**config.mk**
```make
export PLATFORM = sky130hd
export DESIGN_NAME = alu_cmd_sequencer
export DESIGN_NICKNAME = d
export VERILOG_FILES = /design/src/rtl/alu_cmd_sequencer.sv
export SDC_FILE = /design/constraint.sdc
export NUM_CORES = 1
export LEC_CHECK = 0
export ABC_CLOCK_PERIOD_IN_PS = 2000
export CORE_ASPECT_RATIO = 1.4
export CORE_UTILIZATION = 25
export DETAILED_ROUTE_END_ITERATION = 10
export PLACE_DENSITY = 0.54
export SYNTH_ARGS = -nofsm -noshare
export SYNTH_HDL_FRONTEND = slang
export SYNTH_SLANG_ARGS = --single-unit
```
**constraint.sdc**
```tcl
create_clock -name clk -period 2 [get_ports clk]
set_input_delay 0.3 -clock clk [delete_from_list [all_inputs] [get_ports clk]]
set_output_delay 0.3 -clock clk [all_outputs]
set_load 0.02 [all_outputs]
```
**src/rtl/alu_cmd_sequencer.sv**
```systemverilog
// rtl/alu_cmd_sequencer.sv - command FIFO and issue/capture sequencer for a combinational 4-bit ALU
// Optional accumulator chaining is enabled with `define ALU_SEQ_ACCUM_EN.
module alu_cmd_sequencer #(
    parameter int CMD_DEPTH = 4,
    parameter int DW        = 4
) (
    input  logic                         clk,
    input  logic                         rst_n,
    input  logic                         cmd_valid,
    output logic                         cmd_ready,
    input  logic [2:0]                   cmd_op,
    input  logic [DW-1:0]                cmd_a,
    input  logic [DW-1:0]                cmd_b,
    input  logic                         cmd_use_acc,
    output logic                         rsp_valid,
    input  logic                         rsp_ready,
    output logic [DW-1:0]                rsp_result,
    output logic [2:0]                   rsp_flags,
    output logic [DW-1:0]                alu_a,
    output logic [DW-1:0]                alu_b,
    output logic [2:0]                   alu_ctrl,
    input  logic [DW-1:0]                alu_result,
    input  logic                         alu_carry,
    input  logic                         alu_overflow,
    input  logic                         alu_zero,
    output logic [$clog2(CMD_DEPTH):0]   cmd_count,
    output logic                         busy
);

    localparam int AW = $clog2(CMD_DEPTH);
    localparam int CW = AW + 1;

    typedef enum logic [1:0] {
        IDLE     = 2'd0,
        ISSUE    = 2'd1,
        WAIT_RSP = 2'd2
    } state_t;

    state_t state, state_next;

    logic [2:0]    mem_op [CMD_DEPTH];
    logic [DW-1:0] mem_a  [CMD_DEPTH];
    logic [DW-1:0] mem_b  [CMD_DEPTH];
    logic [AW-1:0] wr_ptr;
    logic [AW-1:0] rd_ptr;

    logic full;
    logic empty;
    logic push;
    logic pop;
    logic capture;
    logic rsp_clear;
    logic [DW-1:0] head_a;

    assign full      = (cmd_count == CW'(CMD_DEPTH));
    assign empty     = (cmd_count == '0);
    assign cmd_ready = !full;
    // A pop in the same cycle never opens room for a push while full.
    assign push      = cmd_valid && !full;
    assign busy      = (state != IDLE) || !empty;

`ifdef ALU_SEQ_ACCUM_EN
    logic          mem_acc [CMD_DEPTH];
    logic [DW-1:0] acc;

    // Per-entry accumulator select, written alongside the operands.
    always_ff @(posedge clk) begin
        if (push) begin
            mem_acc[wr_ptr] <= cmd_use_acc;
        end
    end

    // Accumulator tracks every captured result so a chained command sees it on issue.
    always_ff @(posedge clk or negedge rst_n) begin
        if (!rst_n) begin
            acc <= '0;
        end else if (capture) begin
            acc <= alu_result;
        end
    end

    assign head_a = mem_acc[rd_ptr] ? acc : mem_a[rd_ptr];
`else
    logic unused_use_acc;
    assign unused_use_acc = cmd_use_acc;
    assign head_a         = mem_a[rd_ptr];
`endif

    // Command storage; contents are don't-care until written, so no reset.
    always_ff @(posedge clk) begin
        if (push) begin
            mem_op[wr_ptr] <= cmd_op;
            mem_a[wr_ptr]  <= cmd_a;
            mem_b[wr_ptr]  <= cmd_b;
        end
    end

    // FIFO pointers and occupancy; power-of-two depth lets the pointers wrap naturally.
    always_ff @(posedge clk or negedge rst_n) begin
        if (!rst_n) begin
            wr_ptr    <= '0;
            rd_ptr    <= '0;
            cmd_count <= '0;
        end else begin
            if (push) begin
                wr_ptr <= wr_ptr + 1'b1;
            end
            if (pop) begin
                rd_ptr <= rd_ptr + 1'b1;
            end
            cmd_count <= cmd_count + CW'(push) - CW'(pop);
        end
    end

    // Sequencer state register.
    always_ff @(posedge clk or negedge rst_n) begin
        if (!rst_n) begin
            state <= IDLE;
        end else begin
            state <= state_next;
        end
    end

    // Next state and the load/capture/release strobes that drive the datapath.
    always_comb begin
        state_next = state;
        pop        = 1'b0;
        capture    = 1'b0;
        rsp_clear  = 1'b0;
        case (state)
            IDLE: begin
                if (!empty) begin
                    pop        = 1'b1;
                    state_next = ISSUE;
                end
            end
            ISSUE: begin
                capture    = 1'b1;
                state_next = WAIT_RSP;
            end
            WAIT_RSP: begin
                if (rsp_ready) begin
                    rsp_clear = 1'b1;
                    if (!empty) begin
                        pop        = 1'b1;
                        state_next = ISSUE;
                    end else begin
                        state_next = IDLE;
                    end
                end
            end
            default: begin
                state_next = IDLE;
            end
        endcase
    end

    // ALU operand registers hold the last issued command; response registers hold until accepted.
    always_ff @(posedge clk or negedge rst_n) begin
        if (!rst_n) begin
            alu_a      <= '0;
            alu_b      <= '0;
            alu_ctrl   <= 3'b000;
            rsp_valid  <= 1'b0;
            rsp_result <= '0;
            rsp_flags  <= 3'b000;
        end else begin
            if (pop) begin
                alu_a    <= head_a;
                alu_b    <= mem_b[rd_ptr];
                alu_ctrl <= mem_op[rd_ptr];
            end
            if (capture) begin
                rsp_valid  <= 1'b1;
                rsp_result <= alu_result;
                rsp_flags  <= {alu_carry, alu_overflow, alu_zero};
            end else if (rsp_clear) begin
                rsp_valid <= 1'b0;
            end
        end
    end

endmodule

```
==> out/results.ini <==
[setup_path]
slowest_stage = dfrtp_2
end_kind = flip-flop
worstPathCellList = or3b_4 > and2_4 > inv_4 > ha_4 > inv_4 > ha_4 > inv_2 > fa_2 > xnor2_1 > xnor2_1
r2r_cells = 10
cp.required_ns = 2.25
critPathKind = flip-flop to flip-flop
worstReg2RegEnd = cmd_count[2]$_DFF_PN0_
regToRegSetupSlack_ns = -0.11
crit_path_start_kind = flip-flop
worstPathMaxFanout = 2
arrival_ns = 2.36
startpoint = cmd_count[0]$_DFF_PN0_
max_stage_delay_ns = 0.40
timing.rr.start = cmd_count[0]$_DFF_PN0_

[routing]
avgRoutedWirePerCell_um = 14.8
met2WireLength_um = 2770
wirelength_um = 5350
met3_length_um = 306
top_layer_used = met4
m1WireLength_um = 2190
drc = 0
drt_iter0_markers = 74
vias_per_cell = 4.16
postRouteAntennaNets = 0
vias = 1502
drt_pass1_iterations = 4

[global_route]
grt_pass1_wl_um = 8740
grt_max_degree = 29
grt_pass1_vias = 1665
antenna_found_initial = 0
grtUsageTotal = 0.102
grt-ovfl-total = 0

[clocking]
clkSinkCount = 72
cts_tree = built
clockBufferDepth = 2
root_buffer = clkbuf_16
clkLatencyLatePin_ns = 0.32
numCtsBuffers = 9
postCtsSetupBuffers = 0
cts-htree-levels = 3
path_clk_slew_ns = 0.06

[sta]
relSlewSlack = 0.739
rsz0062_at_grt = yes
fin_crit_sh = 1.06
finalHoldViolCount = 0
fin_skew_ns = 0.00732
min_period_ns = 2.11
fin_ws_ns = -0.111
slew_viol_final = 0
fmax_mhz = 474
worstMarginPinSlew_ns = 0.391
setup_viol = 2

[synthesis]
synth-adder-area-share = 0.0336
netlist_area_um2 = 2830
ys_seq_area_frac = 0.714
yosys_warnings = 0
synth-xor-area-share = 0.0155
synthMuxAreaShare = 0.175
synth_top_cell_by_area = edfxtp_1
synth_compound_area_frac = 0.00618
synthCells = 143
synth_cell_types = 25
synth_seq_cells = 72
syn-num-nets = 173
postSynthAreaPerCell_um2 = 19.8
synth_top_family_by_area = multiplexers
synthSimpleGateAreaFrac = 0.0371
yosysTopAreaCellShare = 0.466
synth_area_leaders = edfxtp_1 (47%), dfrtp_1 (25%), mux4_2 (8.7%)

[floorplanning]
start_util = 0.259
die_w_um = 92.0
io_pins = 47
die_y_um = 128
design.die.area_um2 = 11800
rows = 45
core_um2 = 10900

[min_path]
hp-class = input port to async pin

[placed_design]
dp_hpwl_um = 3490
gp_congestion = 0.686
dp_slack_ns = -0.265
numPortBuffers = 45
place_area_um2 = 3580

[job]
maxCapViolCount = 0

[layout]
antenna_cells = 0
design_area_um2 = 3900
final_cell_mix = edfxtp_1 (44), clkdlybuf4s50_1 (43), dfrtp_1 (25), buf_4 (19), mux4_2 (11)
area_growth_pct = 37.7
final_common_cell = edfxtp_1
drive_gt1_frac = 0.350
nNetsFinal = 245
nFillCells = 1059

[pwr]
p_leak_nw = 1.48
p_total_mw = 6.57
power_density_nw_per_um2 = 1680
ir_drop_mv = 0.535

[status]
violations = negative setup slack
outcome = finished, violations left

[kinds of logic (layout without fill, tap and decap cells)]
family / count (synthesis) / count (layout)
AO/OA/AOI/OAI: 3 / 3
XOR/XNOR: 5 / 5
adder cells (fa/ha/maj): 7 / 7
buffers and inverters: 11 / 88
flip-flops: 72 / 72
multiplexers: 30 / 30
AND/OR/NAND/NOR: 15 / 15
[metrics by stage]
| step | std cells | hold WS, ns | TNS (ns) | utilization |
|---|---|---|---|---|
| final | 361 | 0.374 | -0.155 | 0.357 |
| after global routing | 361 | 0.416 | -0.278 | 0.357 |
| after CTS | 361 | 0.397 | -0.173 | 0.357 |
| after detailed placement | 345 | 0.495 | -0.457 | 0.328 |
| after global placement | 345 | 0.489 | -0.448 | 0.328 |
| after floorplan | 143 | 0.00441 | -0.482 | - |
[Yosys cell counts]
master / n
and3_1: 4
nor2_1: 1
nor3_1: 1
ha_1: 6
nor2b_2: 1
edfxtp_1: 44
nand2_1: 2
dfrtp_1: 28
xor2_1: 2
xnor2_1: 3
buf_2: 1
mux2_2: 10
fa_1: 1
inv_1: 8
nor3_2: 2
a21oi_1: 2
buf_6: 1
mux2_4: 9
nor2_2: 1
mux4_2: 11
or3b_4: 1
nor4b_1: 1
a21o_1: 1
and2_4: 1
buf_4: 1
[layout make-up]
cell class                      instances  area, um2  share of cell area
Clock buffer                           11        243              0.0622
Tap cell                              141        176              0.0452
Inverter                                8       35.0             0.00898
Multi-Input combinational cell         60        785               0.201
Clock inverter                          5       46.3              0.0119
Timing Repair Buffer                   64        591               0.151
Sequential cell                        72       2030               0.519
[power breakdown]
group | switching (mW) | internal (mW) | total (mW)
combinational | 1.23 | 1.50 | 2.73
clock | 0.554 | 0.984 | 1.54
sequential | 0.193 | 2.10 | 2.30
total | 1.98 | 4.59 | 6.57
[sequential cells by signal, indices dropped and copies added, names as in the netlist]
name	count
mem_a	16
mem_b	16
mem_op	12
alu_a	4
alu_b	4
rsp_result	4
alu_ctrl	3
cmd_count	3
rsp_flags	3
rd_ptr	2
state	2
wr_ptr	2
rsp_valid	1
[routing by layer]
| layer | global-route usage | vias up |
|---|---|---|
| met2 | 0.176 | 43 |
| met3 | 0.0374 | 7 |
| met1 | 0.114 | 771 |
| li1 | - | 681 |
| met5 | 0 | - |
| met4 | 0.0386 | 0 |
[how the worst max path moves through the flow]
stage,to
final,cmd_count[2]$_DFF_PN0_
after global routing,cmd_count[2]$_DFF_PN0_
after global placement,cmd_count[2]$_DFF_PN0_
after detailed placement,cmd_count[2]$_DFF_PN0_
after CTS,cmd_count[2]$_DFF_PN0_
after floorplan,cmd_count[2]$_DFF_PN0_
[critical path, delay by kind of cell (launching register included)]
kind / cells / cell delay (ns)
fa+ha+maj: 3 / 0.63
buf+inv: 3 / 0.13
flops: 1 / 0.40
xor+xnor: 2 / 0.32
simple gates: 2 / 0.56
[repair_timing]
action,CTS,global route
endpoints found under the setup margin,4,3
hold buffers,0,0
resized for setup,9,1
gates cloned,0,0
No activity file was read; power rests on OpenSTA's default activity.
